## src/rtl/vga_pos_reader.sv

```systemverilog
// VGA 640x480@60 engine that fetches object X/Y words from a shared position
// RAM during vertical blank and draws each object as a filled square.
//
// Ports:
//   clk, rstN        system clock (50 MHz), async active-low reset
//   memAddr, memRd   position RAM read address and one-clk read strobe
//   memData          RAM read data, valid the clk after memRd
//   red/green/blue   registered pixel colour, zero outside active video
//   hsync, vsync     active-low syncs
//   blankN           high in active video
//   vgaClk           pixel clock, clk/2
//
// The H_*/V_* parameters default to 640x480@60 timing and exist so the
// geometry can be shrunk without touching the logic.
module vga_pos_reader #(
    parameter int          NUM_OBJ      = 2,
    parameter int          OBJ_SIZE     = 16,
    parameter logic [15:0] BASE_ADDR    = 16'h0000,
    parameter int          H_ACTIVE     = 640,
    parameter int          H_SYNC_START = 656,
    parameter int          H_SYNC_END   = 751,
    parameter int          H_TOTAL      = 800,
    parameter int          V_ACTIVE     = 480,
    parameter int          V_SYNC_START = 490,
    parameter int          V_SYNC_END   = 491,
    parameter int          V_TOTAL      = 525
) (
    input  logic        clk,
    input  logic        rstN,
    output logic [15:0] memAddr,
    output logic        memRd,
    input  logic [15:0] memData,
    output logic [7:0]  red,
    output logic [7:0]  green,
    output logic [7:0]  blue,
    output logic        hsync,
    output logic        vsync,
    output logic        blankN,
    output logic        vgaClk
);

    localparam int NW = 2 * NUM_OBJ;
    localparam int IW = (NW > 1) ? $clog2(NW) : 1;

    localparam logic [IW-1:0] IDX_LAST = IW'(NW - 1);

    localparam logic [9:0] H_ACT  = 10'(H_ACTIVE);
    localparam logic [9:0] H_SS   = 10'(H_SYNC_START);
    localparam logic [9:0] H_SE   = 10'(H_SYNC_END);
    localparam logic [9:0] H_LAST = 10'(H_TOTAL - 1);
    localparam logic [9:0] V_ACT  = 10'(V_ACTIVE);
    localparam logic [9:0] V_SS   = 10'(V_SYNC_START);
    localparam logic [9:0] V_SE   = 10'(V_SYNC_END);
    localparam logic [9:0] V_LAST = 10'(V_TOTAL - 1);

    typedef enum logic [1:0] {
        IDLE,
        REQ,
        CAP,
        COMMIT
    } state_t;

    state_t        state_q, state_d;
    logic [IW-1:0] idx_q, idx_d;
    logic          mem_rd_q, mem_rd_d;
    logic [15:0]   mem_addr_q, mem_addr_d;
    logic [15:0]   shadow_q [NW];
    logic [15:0]   shadow_d [NW];
    logic [15:0]   active_q [NW];
    logic [15:0]   active_d [NW];

    logic          pix_en_q, pix_en_d;
    logic          vga_clk_q, vga_clk_d;
    logic [9:0]    h_cnt_q, h_cnt_d;
    logic [9:0]    v_cnt_q, v_cnt_d;
    logic [7:0]    red_q, red_d;
    logic [7:0]    green_q, green_d;
    logic [7:0]    blue_q, blue_d;
    logic          hsync_q, hsync_d;
    logic          vsync_q, vsync_d;
    logic          blank_n_q, blank_n_d;

    logic [NUM_OBJ-1:0] hit;
    logic [23:0]        obj_rgb;
    logic               in_active;
    logic               trigger;

    // Hit test is done in 17 bits so x+OBJ_SIZE near 16'hFFFF cannot wrap.
    always_comb begin
        logic [16:0] h17;
        logic [16:0] v17;
        logic [16:0] x17;
        logic [16:0] y17;
        h17 = {7'd0, h_cnt_q};
        v17 = {7'd0, v_cnt_q};
        hit = '0;
        for (int k = 0; k < NUM_OBJ; k++) begin
            x17 = {1'b0, active_q[2*k]};
            y17 = {1'b0, active_q[2*k+1]};
            hit[k] = (active_q[2*k] < 16'(H_ACTIVE))
                  && (active_q[2*k+1] < 16'(V_ACTIVE))
                  && (h17 >= x17)
                  && (h17 < x17 + 17'(OBJ_SIZE))
                  && (v17 >= y17)
                  && (v17 < y17 + 17'(OBJ_SIZE));
        end
    end

    // Walk from the highest index down so the lowest hit index wins.
    always_comb begin
        obj_rgb = '0;
        for (int k = NUM_OBJ - 1; k >= 0; k--) begin
            if (hit[k]) begin
                if (k == 0)
                    obj_rgb = 24'hFF0000;
                else if (k == 1)
                    obj_rgb = 24'h00FF00;
                else
                    obj_rgb = 24'h0000FF;
            end
        end
    end

    assign in_active = (h_cnt_q < H_ACT) && (v_cnt_q < V_ACT);
    assign trigger   = pix_en_q && (h_cnt_q == 10'd0) && (v_cnt_q == V_ACT);

    // Video timing and registered pixel outputs
    always_comb begin
        pix_en_d  = ~pix_en_q;
        vga_clk_d = pix_en_q;
        h_cnt_d   = h_cnt_q;
        v_cnt_d   = v_cnt_q;
        red_d     = red_q;
        green_d   = green_q;
        blue_d    = blue_q;
        hsync_d   = hsync_q;
        vsync_d   = vsync_q;
        blank_n_d = blank_n_q;
        if (pix_en_q) begin
            if (h_cnt_q == H_LAST) begin
                h_cnt_d = 10'd0;
                v_cnt_d = (v_cnt_q == V_LAST) ? 10'd0 : v_cnt_q + 10'd1;
            end else begin
                h_cnt_d = h_cnt_q + 10'd1;
            end
            hsync_d   = !((h_cnt_q >= H_SS) && (h_cnt_q <= H_SE));
            vsync_d   = !((v_cnt_q >= V_SS) && (v_cnt_q <= V_SE));
            blank_n_d = in_active;
            {red_d, green_d, blue_d} = in_active ? obj_rgb : 24'h0;
        end
    end

    // Fetch FSM: one REQ/CAP pair per word, then an atomic commit.
    always_comb begin
        state_d    = state_q;
        idx_d      = idx_q;
        mem_rd_d   = 1'b0;
        mem_addr_d = mem_addr_q;
        shadow_d   = shadow_q;
        active_d   = active_q;
        unique case (state_q)
            IDLE: begin
                if (trigger) begin
                    idx_d      = '0;
                    mem_rd_d   = 1'b1;
                    mem_addr_d = BASE_ADDR;
                    state_d    = REQ;
                end
            end
            REQ: begin
                state_d = CAP;
            end
            CAP: begin
                shadow_d[idx_q] = memData;
                if (idx_q == IDX_LAST) begin
                    state_d = COMMIT;
                end else begin
                    idx_d      = idx_q + 1'b1;
                    mem_rd_d   = 1'b1;
                    mem_addr_d = BASE_ADDR + 16'(idx_q) + 16'd1;
                    state_d    = REQ;
                end
            end
            COMMIT: begin
                active_d = shadow_q;
                state_d  = IDLE;
            end
            default: state_d = IDLE;
        endcase
    end

    always_ff @(posedge clk or negedge rstN) begin
        if (!rstN) begin
            pix_en_q   <= 1'b0;
            vga_clk_q  <= 1'b0;
            h_cnt_q    <= '0;
            v_cnt_q    <= '0;
            red_q      <= '0;
            green_q    <= '0;
            blue_q     <= '0;
            hsync_q    <= 1'b1;
            vsync_q    <= 1'b1;
            blank_n_q  <= 1'b0;
            state_q    <= IDLE;
            idx_q      <= '0;
            mem_rd_q   <= 1'b0;
            mem_addr_q <= BASE_ADDR;
            shadow_q   <= '{default: 16'hFFFF};
            active_q   <= '{default: 16'hFFFF};
        end else begin
            pix_en_q   <= pix_en_d;
            vga_clk_q  <= vga_clk_d;
            h_cnt_q    <= h_cnt_d;
            v_cnt_q    <= v_cnt_d;
            red_q      <= red_d;
            green_q    <= green_d;
            blue_q     <= blue_d;
            hsync_q    <= hsync_d;
            vsync_q    <= vsync_d;
            blank_n_q  <= blank_n_d;
            state_q    <= state_d;
            idx_q      <= idx_d;
            mem_rd_q   <= mem_rd_d;
            mem_addr_q <= mem_addr_d;
            shadow_q   <= shadow_d;
            active_q   <= active_d;
        end
    end

    assign memAddr = mem_addr_q;
    assign memRd   = mem_rd_q;
    assign red     = red_q;
    assign green   = green_q;
    assign blue    = blue_q;
    assign hsync   = hsync_q;
    assign vsync   = vsync_q;
    assign blankN  = blank_n_q;
    assign vgaClk  = vga_clk_q;

endmodule

```

## config.mk

```make
export PLATFORM = sky130hd
export DESIGN_NAME = vga_pos_reader
export DESIGN_NICKNAME = d
export VERILOG_FILES = /design/src/rtl/vga_pos_reader.sv
export SDC_FILE = /design/constraint.sdc
export NUM_CORES = 1
export LEC_CHECK = 0
export ABC_CLOCK_PERIOD_IN_PS = 4800
export CAP_MARGIN = 15
export CORE_MARGIN = 1.5
export CORE_UTILIZATION = 50
export DETAILED_ROUTE_END_ITERATION = 16
export PLACE_DENSITY = 0.7
export RECOVER_POWER = 50
export SETUP_SLACK_MARGIN = 0.2
export SLEW_MARGIN = 20
export SYNTH_ARGS = -nofsm -noshare
export SYNTH_HDL_FRONTEND = slang
export SYNTH_SLANG_ARGS = --single-unit
```

## constraint.sdc

```tcl
create_clock -name clk -period 4.8 [get_ports clk]
set_input_delay 0.72 -clock clk [delete_from_list [all_inputs] [get_ports clk]]
set_output_delay 0.72 -clock clk [all_outputs]
set_load 0.005 [all_outputs]
```

== Word-level counts from Yosys, hierarchy flattened ==
Cells that the tools add are included.
Word-level totals
  flip-flop bits (word level): 198
  word-level logic and storage cells: 104
  input port bits: 18
  output and inout bits: 45
Operators by class
  equality and inequality tests: 9
  bitwise gates (word level): 2
  order comparisons: 20
  mux-type cells: 20
  add/sub/neg operators: 8
  reductions and logical operators: 23
Operator list (number)
  16-bit by 5-bit adder with 17-bit output (second input constant): 4
  10-bit by 17-bit < comparator with 1-bit output: 4
  64-bit bitwise mux: 1
  10-bit by 16-bit >= comparator with 1-bit output: 4
  16-bit 2-to-1 mux: 4
  24-bit 2-to-1 mux: 2
  16-bit demux with 2-bit select: 1
  16-bit by 10-bit < comparator with 1-bit output (second input constant): 2
  16-bit by 9-bit < comparator with 1-bit output (second input constant): 2
  16-bit case mux with 2 select lines: 1
  10-bit by 1-bit adder with 10-bit output (second input constant): 2
  10-bit == test (second input constant): 2
  10-bit 2-to-1 mux: 2
  1-bit logical AND: 16
  10-bit by 9-bit == test with 1-bit output (second input constant): 1
  10-bit >= comparator (second input constant): 1
  10-bit by 9-bit >= comparator with 1-bit output (second input constant): 1
  10-bit less-or-equal comparator (second input constant): 1
  10-bit by 9-bit less-or-equal comparator with 1-bit output (second input constant): 1
  10-bit logical NOT: 1
  10-bit < comparator (second input constant): 1
  10-bit by 9-bit < comparator with 1-bit output (second input constant): 1
  2-bit 2-to-1 mux: 4
  2-bit case mux with 4 select lines: 1
  17 further kinds: 22

== Logic depth before layout (Yosys ltp) ==
Gate-level depths: netlist of run 1.
  depth after elaboration: 9
  mapped depth: 10
  depth with buffers taken out: 10

== Worst setup path after synthesis of run 1 ==
No wires, ideal clock.
  path kind: reg2reg
  from: register active_q[36] in the netlist's numbering
  to: register red_q[6], in the netlist red[6]
  arrival time: 2.429 ns
  path slack: 2.293 ns
  data required time: 4.722 ns
  path buffers: 0
  setup time: 0.078 ns
  stages on the path, launching flop included: 11
  period minus slack after synthesis: 2.507 ns
  path through: dfstp_2 -> ha_1 -> nand3_1 -> xnor2_1 -> ha_1 -> nand2_1 -> nor2_1 -> a2111oi_0 -> a21oi_1 -> or4_1 -> o2bb2ai_1
Between the ends
  cells in the longest elaborated chain, start to end: 8
  elaborated cells on any way between the ends: 11
  those cells by class: add/sub (1); order compare (3); mux (2); reduce/logical (5)
Ends and longest elaborated chain
  start, declared: line 69  | logic [15:0] active_q [NW];
  start signal, assigned: line 226  | active_q <= active_d;
  branches (longest 5 deep; another with 16-bit by 5-bit adder with 17-bit output)
  1-bit logical AND (*): line 105  | && (v17 < y17 + 17'(OBJ_SIZE));
  24-bit 2-to-1 mux (*): line 113  | if (hit[k]) begin
  24-bit 2-to-1 mux (*): line 149  | {red_d, green_d, blue_d} = in_active ? obj_rgb : 24'h0;
  end signal, assigned: line 215  | red_q <= red_d;
  end, declared: line 76  | logic [7:0] red_q, red_d;
Every way passes the cells marked *.
A chain may end at the register's enable or synchronous reset.

==> results.md, run 1 <==
- Cts repair resizes: 0
- Tmin final: 3.071 ns
- Min-delay worst type: in -> async
- Setup slack after layout: 1.729 ns
- Max stage delay on crit path: 1.85 ns
- Final core occ: 57.45%
- Clk slew on worst S/H paths: 0.06 ns
- Reg-to-reg slack, setup: between 2 and 2.5 ns
- Delay-heaviest family, CP: buffers and inverters
- Worst setup EP type: asynchronous set/reset pin
- Layout cell share with drive strength beyond 1: 37.50%
- Max Buffers Root-to-Sink: 2
- Total number of vias: a little under 6000
- Crit Reg-Reg Startpoint: active_q[36]
- Clock Sinks: about 160
- Die W: 136.2 um
- Final period util: roughly 64%
- Cts bufs inserted: 17
- WP data required: 4.80 ns
- Fill count: around 1400
- Lkg Pwr: ~4.2 nW
- Status: finished, violations left
- P per Cell Area: 290.4 nW/um^2
- Synth-to-layout area growth: 12.06%
- Post-CTS Setup Bufs: 0
- First-pass GRT wire length: 31.13 mm
- EDFF count, synth: 0
- Die Ht: 136.2 um
- Crit Path Category: in -> async
- Max_cap viols: 3
- DR pass1 iterations: 5
- Die area: roughly 19000 um^2
- Worst setup SP type: input pin
- Most common cell in the netlist: dfstp_2
- CP max-delay cell: clkbuf_1
- Syn_area_per_cell: 11.76 um^2
- # hold bufs at CTS: 0
- Top-level I/O count: 63
- Fin Setup TNS: 0 ns
- Synth Register Bits: 161
- Peak supply drop: ~210 uV
- Slew headroom: -68.27%
- Main area contributors after synthesis: dfstp_2 39%, mux2_2 16%, ha_1 11%, dfrtp_1 8.7%, buf_4 3.0%
- Crit path cell chain: buf_6 -> clkbuf_1
- ANT nets after route: 0
- Ys Warns: 0
- Pin count of the biggest net entering global routing: 71
- Worst Path Arrival: roughly 3.1 ns
- Crit. path cell count: 2
- CTS tree: yes
- Post-synth top area share: 38.52%
- Top_reg_cell synth: dfstp_2
- Vias in the first global route: 6096
- Hpwl dp: 13.70 mm
- Final setup fails: 0
- Total grt overflow: 0
- Max FO, Critical Path: 70
- Clk_skew: between 0.007 and 0.008 ns
- Std cell rows: 48
- Gate Count Post-Synth: 754
- CP endpoint: v_cnt_q[9]
- DRC Markers: 0
- DRC marker count from the first detailed-route iteration: 275
- Post-synthesis cell type count: 60
- Port buffer count: 41
- Root Driver: clkbuf_16
- Layout Nets: 881
- Vias per Instance: 5.664
- Placeable Area: around 17000 um^2
- Failing checks: capacitance limit, slew limit
- Post-synthesis sequential area ratio: between 40% and 50%
- Tot GR Track Use: 22.02%
- Slew @ Worst Pin: 2.524 ns
- Antenna cells: 0
- Max Transition Viols Final: roughly 130
- Final Wtd Congestion: 0.8960
- Final wirelength: 18.94 mm
- Later-pin clock latency in the skew report: 0.43 ns
- Htree depth: 4
- Reg2Reg Depth: 10
- Top post-synthesis cells by count: 130 x dfstp_2, 128 x mux2_2, 76 x ha_1
- Final Hold Fails: 0
- Unrepaired setup endpoints after global routing: false
- Post-synth ARST share: 100.0%
- Netlist Area Pre-Place: 8867 um^2
- Cell accounting for the most synthesized area: dfstp_2
- Pre-CTS WS: 2.067 ns
- Initial core utilization: 51.27%
- Launch point of the critical path: rstN
- Fmax: 325.6 MHz
- Reg2reg end: red[6]
- Per-cell routed wire length: approximately 18 um
- Buf/Inv on CP: 2
- Initial antenna violation count: 0
- Power Total: 2.886 mW
## report_power, final
group | internal, mW | switching, mW | total, mW
Sequential | 1.41 | 0.0132 | 1.42
Combinational | 0.0328 | 0.0479 | 0.0807
Clock | 0.787 | 0.597 | 1.38
## worst min path at each step
stage / start / endpoint / slack [ns] / cells after the start
2_1_floorplan: pix_en_q / vgaClk / 0.41 / 0
3_3_place_gp: memAddr[2] / memAddr[2] / 0.48 / 1
3_5_place_dp: memAddr[2] / memAddr[2] / 0.48 / 1
4_1_cts: rstN / v_cnt_q[2] / 0.31 / 1
5_1_grt: rstN / v_cnt_q[2] / 0.33 / 1
6_report: rstN / v_cnt_q[0] / 0.30 / 1
## worst reg2reg max path: cells and delay by family, from the launching register on
kind | cells | cell delay (ns)
simple gates | 4 | 0.76
compound gates | 3 | 0.66
flops | 1 | 0.58
fa+ha+maj | 2 | 0.55
xor+xnor | 1 | 0.13
## metrics by stage
step,cells,area [um^2],hold slack [ns]
floorplan,774,8942,0.4117
global placement,993,9344,0.4756
detailed placement,993,9344,0.4812
CTS,1025,9947,0.3123
global route,1025,9937,0.3303
finish,1025,9937,0.3003
## metal layers
layer / track usage, % / share of wire (%) / up-vias
li1: - / - / 2716
met1: 27.19 / 44 / 2905
met2: 37.82 / 49 / 143
met3: 5.071 / 4.3 / 42
met4: 7.565 / 2.3 / 0
met5: 0 / 0 / -
## final cells by class
cell class              instances  area (um^2)  share of cell area [%]
clock buffers                  18        429.2                   4.319
repair buffers                 45        434.2                   4.369
multi-input cells             499         4190                   42.17
clock inverters                14        173.9                   1.750
inverters                      63        236.5                   2.380
flip-flops and latches        161         4192                   42.18
well taps                     225        281.5                   2.833
## cell families after synthesis
logic type	Yosys count	synth area share (%)
muxes	132	16.71
DFF	161	47.27
xor gates and xnor gates	32	3.161
other	1	0.04229
buffers and inverters	114	6.321
AOI/OAI and AO/OA	101	7.521
adders and majority gates	76	10.72
and+or+nand+nor	137	8.255
## flip-flops by register name (all words and copies together), names as in the netlist, 2 cells and up
signal / flops
h_cnt_q: 10
memAddr: 2
active_q: 64
v_cnt_q: 10
state_q: 2
shadow_q: 64
## cells in the final DEF (no fill, tap or decap), types with 8 or more instances in the layout
cell and n:
o21ai_1 11, nor4_1 8, clkbuf_16 17, xnor2_1 26
dfstp_2 130, inv_1 62, nand3_1 19, clkdlybuf4s50_1 40
nand2b_1 8, nor3_1 10, nand4_1 11, ha_1 76
nand2_1 31, a21oi_1 19, dfrtp_1 31, mux2_2 128
o21ai_0 24, conb_1 21, nor2_1 24
(Power assumes the default switching activity.)
==> inputs of run 2 (changes only) <==
--- a/config.mk
+++ b/config.mk
@@ -5,7 +5,7 @@
 export SDC_FILE = /design/constraint.sdc
 export NUM_CORES = 1
 export LEC_CHECK = 0
-export ABC_CLOCK_PERIOD_IN_PS = 4800
+export ABC_CLOCK_PERIOD_IN_PS = 2900
 export CAP_MARGIN = 15
 export CORE_MARGIN = 1.5
 export CORE_UTILIZATION = 50
==> constraint.sdc (replaced) <==
create_clock -name clk -period 2.9 [get_ports clk]
set_input_delay 0.435 -clock clk [delete_from_list [all_inputs] [get_ports clk]]
set_output_delay 0.435 -clock clk [all_outputs]
set_load 0.005 [all_outputs]
==> run 2 against run 1 <==
  * Global-route usage increased by 0.34 points
  * Worst setup slack got worse by 1.5 ns
  * Core utilization rose by 1.3 points
  * Largest cell class is now multi-input combinational cells
  * The flow still finishes with violations (capacitance limit, slew limit)
  * Non-clock buffer count up 19
  * Power up 65%
==> results.md, run 2 (synthesis results as in run 1) <==
- Fmax: about 380 MHz
- Slew headroom: -3.931% (was -68.27%)
- Pin count of the biggest net entering global routing: 59 (was 71)
- DRC Markers: 0 (unchanged)
- Biggest regs: active_q: 64 flops, shadow_q: 64 flops (unchanged)
- Hold Crit Depth: 1
- Total number of vias: 5926 (was 5806)
- Layout Nets: 900 (was 881)
- Initial antenna violation count: 0 (unchanged)
- Worst setup EP type: register (was asynchronous set/reset pin)
- Die Ht: 136.2 um (unchanged)
- Cts bufs inserted: 17 (unchanged)
- Commonest non-fill, non-tap cell in the layout: dfstp_2 (unchanged)
- Min-delay worst type: reg -> reg (was in -> async)
- WP data required: 3.24 ns (was 4.80 ns)
- Later-pin clock latency in the skew report: 0.43 ns (about the same)
- Status: finished, violations left (unchanged)
- Clock network power share: 47.6% (was 47.9%)
- Per-cell routed wire length: 18.74 um (was 18.48 um)
- Max stage delay on crit path: 0.58 ns (was 1.85 ns)
- Max Transition Viols Final: 58 (was 133)
- Net Sw Power: 1.079 mW (was 657.6 uW)
- Antenna cells: 0 (unchanged)
- Fin Setup TNS: 0 ns (unchanged)
- Tmin final: between 2 and 3 ns
- Hpwl dp: 14.32 mm (was 13.70 mm)
- Worst Path Arrival: 2.98 ns (was 3.07 ns)
- Worst setup SP type: register (was input pin)
- Failing checks: capacitance limit, slew limit (unchanged)
- Net Sw Frac: 22.70% (was 22.78%)
- Clock Sinks: 161 (unchanged)
- Synth-to-layout area growth: 14.65% (was 12.06%)
- Layout cell share with drive strength beyond 1: 40.05% (was 37.50%)
- Sequential power share: 49.6% (was 49.3%)
- Vias per Instance: 5.676 (was 5.664)
- Final Hold Fails: 0 (unchanged)
- Final period util: 91.02%
- Htree depth: 4 (unchanged)
- Met1 WL: 8.406 mm (was 8.333 mm)
- CP max-delay cell: dfstp_2 (was clkbuf_1)
- Cell mode on critical path: buf_4
- P per Cell Area: 467.8 nW/um^2 (was 290.4 nW/um^2)
- DR pass1 iterations: 5 (unchanged)
- Top Layer Used: met4 (unchanged)
- Port buffer count: 41 (unchanged)
- Vias in the first global route: 6085 (was 6096)
- Combinational share of power: 2.9% (was 2.8%)
- Final Wtd Congestion: 0.9151 (was 0.8960)
- Clk slew on worst S/H paths: 0.07 ns (was 0.06 ns)
- Lkg Pwr: 4.299 nW (was 4.187 nW)
- Max FO, Critical Path: 4 (was 70)
- Crit path cell chain: buf_4 -> nand3_1 -> xnor2_1 -> ha_1 -> buf_4 -> nand3_2 -> a2111oi_4 -> o21ai_1 -> a221oi_2 -> nor4_2 -> o32ai_1 (was buf_6 -> clkbuf_1)
- Final wirelength: 19.57 mm (was 18.94 mm)
- Initial core utilization: 51.27% (unchanged)
- Reg2Reg Depth: 11 (was 10)
- Tot GR Track Use: 22.35% (was 22.02%)
- Slew @ Worst Pin: 1.559 ns (was 2.524 ns)
- Max Buffers Root-to-Sink: 2 (unchanged)
- Post-DP Area: 9439 um^2 (was 9344 um^2)
- WL met2: 9.822 mm (was 9.360 mm)
- Final setup fails: 0 (unchanged)
- DRC marker count from the first detailed-route iteration: 272 (was 275)
- Crit Path Category: reg -> reg (was in -> async)
- First-pass GRT wire length: 31.40 mm (was 31.13 mm)
- Unrepaired setup endpoints after global routing: true (was false)
- Finished Cell Area: 10170 um^2 (was 9937 um^2)
- Die area: 18540 um^2 (unchanged)
- Leading cell types in the layout, fill and taps excluded: 130 x dfstp_2, 128 x mux2_2, 74 x ha_1 (was 130 x dfstp_2, 128 x mux2_2, 76 x ha_1)
- Root Driver: clkbuf_16 (unchanged)
- Die W: 136.2 um (unchanged)
- Std cell rows: 48 (unchanged)
- Internal: 3.676 mW (was 2.229 mW)
- Top-level I/O count: 63 (unchanged)
- Placeable Area: 17300 um^2 (unchanged)
- Met3 wire len: 837 um (was 815 um)
- ANT nets after route: 0 (unchanged)
- Peak supply drop: 417.9 uV (was 208.2 uV)
- Max_cap viols: 1 (was 3)
- Clk_skew: 0.008432 ns (was 0.007820 ns)
- CTS tree: yes (unchanged)
- Total grt overflow: 0 (unchanged)
## run 2: metrics by stage
step	total power, mW	std cells	utilization [%]	hold WS [ns]	setup WS [ns]
after CTS	4.798	1037	58.15	0.5094	0.2147
after floorplan	2.448	774	-	0.1394	0.3934
after detailed placement	2.532	1004	54.57	0.4597	0.1751
after global routing	4.910	1044	58.77	0.5435	0.1069
final	4.756	1044	58.77	0.5004	0.2604
after global placement	2.522	1004	54.57	0.4420	0.2602
## run 2: layout make-up
class / instances / area [um^2]
Timing Repair Buffer: 64 / 588.1
Inverter: 63 / 236.5
Fill cell: 1401 / 7131
Sequential cell: 161 / 4192
Tap cell: 225 / 281.5
Clock buffer: 19 / 464.2
Clock inverter: 13 / 137.6
Multi-Input combinational cell: 499 / 4267
## run 2: per-layer routing
metal,vias to the layer above,GRT usage [%]
met1,2971,28.05
met4,0,8.629
met5,-,0
met3,35,4.176
met2,178,38.19
li1,2742,-
## run 2: worst paths after layout
check / start / to / slack [ns]
max reg2reg: active_q[53] / green[6] / 0.26
min reg2reg: memAddr[2] / memAddr[2] / 0.50
max in group asynchronous: rstN / state_q[0] / 0.49
max: active_q[53] / green[6] / 0.26
min: memAddr[2] / memAddr[2] / 0.50
min in group asynchronous: rstN / v_cnt_q[3] / 0.93
## run 2: worst max-delay path: cells and delay by family, from the launching register on
| family | cells | cell delay, ns |
|---|---|---|
| xor gates and xnor gates | 1 | 0.13 |
| buffers and inverters | 2 | 0.24 |
| AOI/OAI and AO/OA | 4 | 1.02 |
| adders and majority gates | 1 | 0.31 |
| DFF | 1 | 0.58 |
| and+or+nand+nor | 3 | 0.26 |
## run 2: power by group through the flow
stage	clock (mW)	combinational, mW	sequential [mW]
2_1_floorplan	0	0.0685	2.38
3_3_place_gp	0	0.134	2.39
3_5_place_dp	0	0.140	2.39
4_1_cts	2.30	0.141	2.36
5_1_grt	2.39	0.154	2.36
6_report	2.26	0.136	2.36
## run 2: what timing repair did
action,in CTS,in global routing
setup endpoints to repair,1,2
hold endpoints to repair,13,0
pin swaps,1,15
resized for setup,3,15
hold buffers,1,0
buffers inserted,0,7
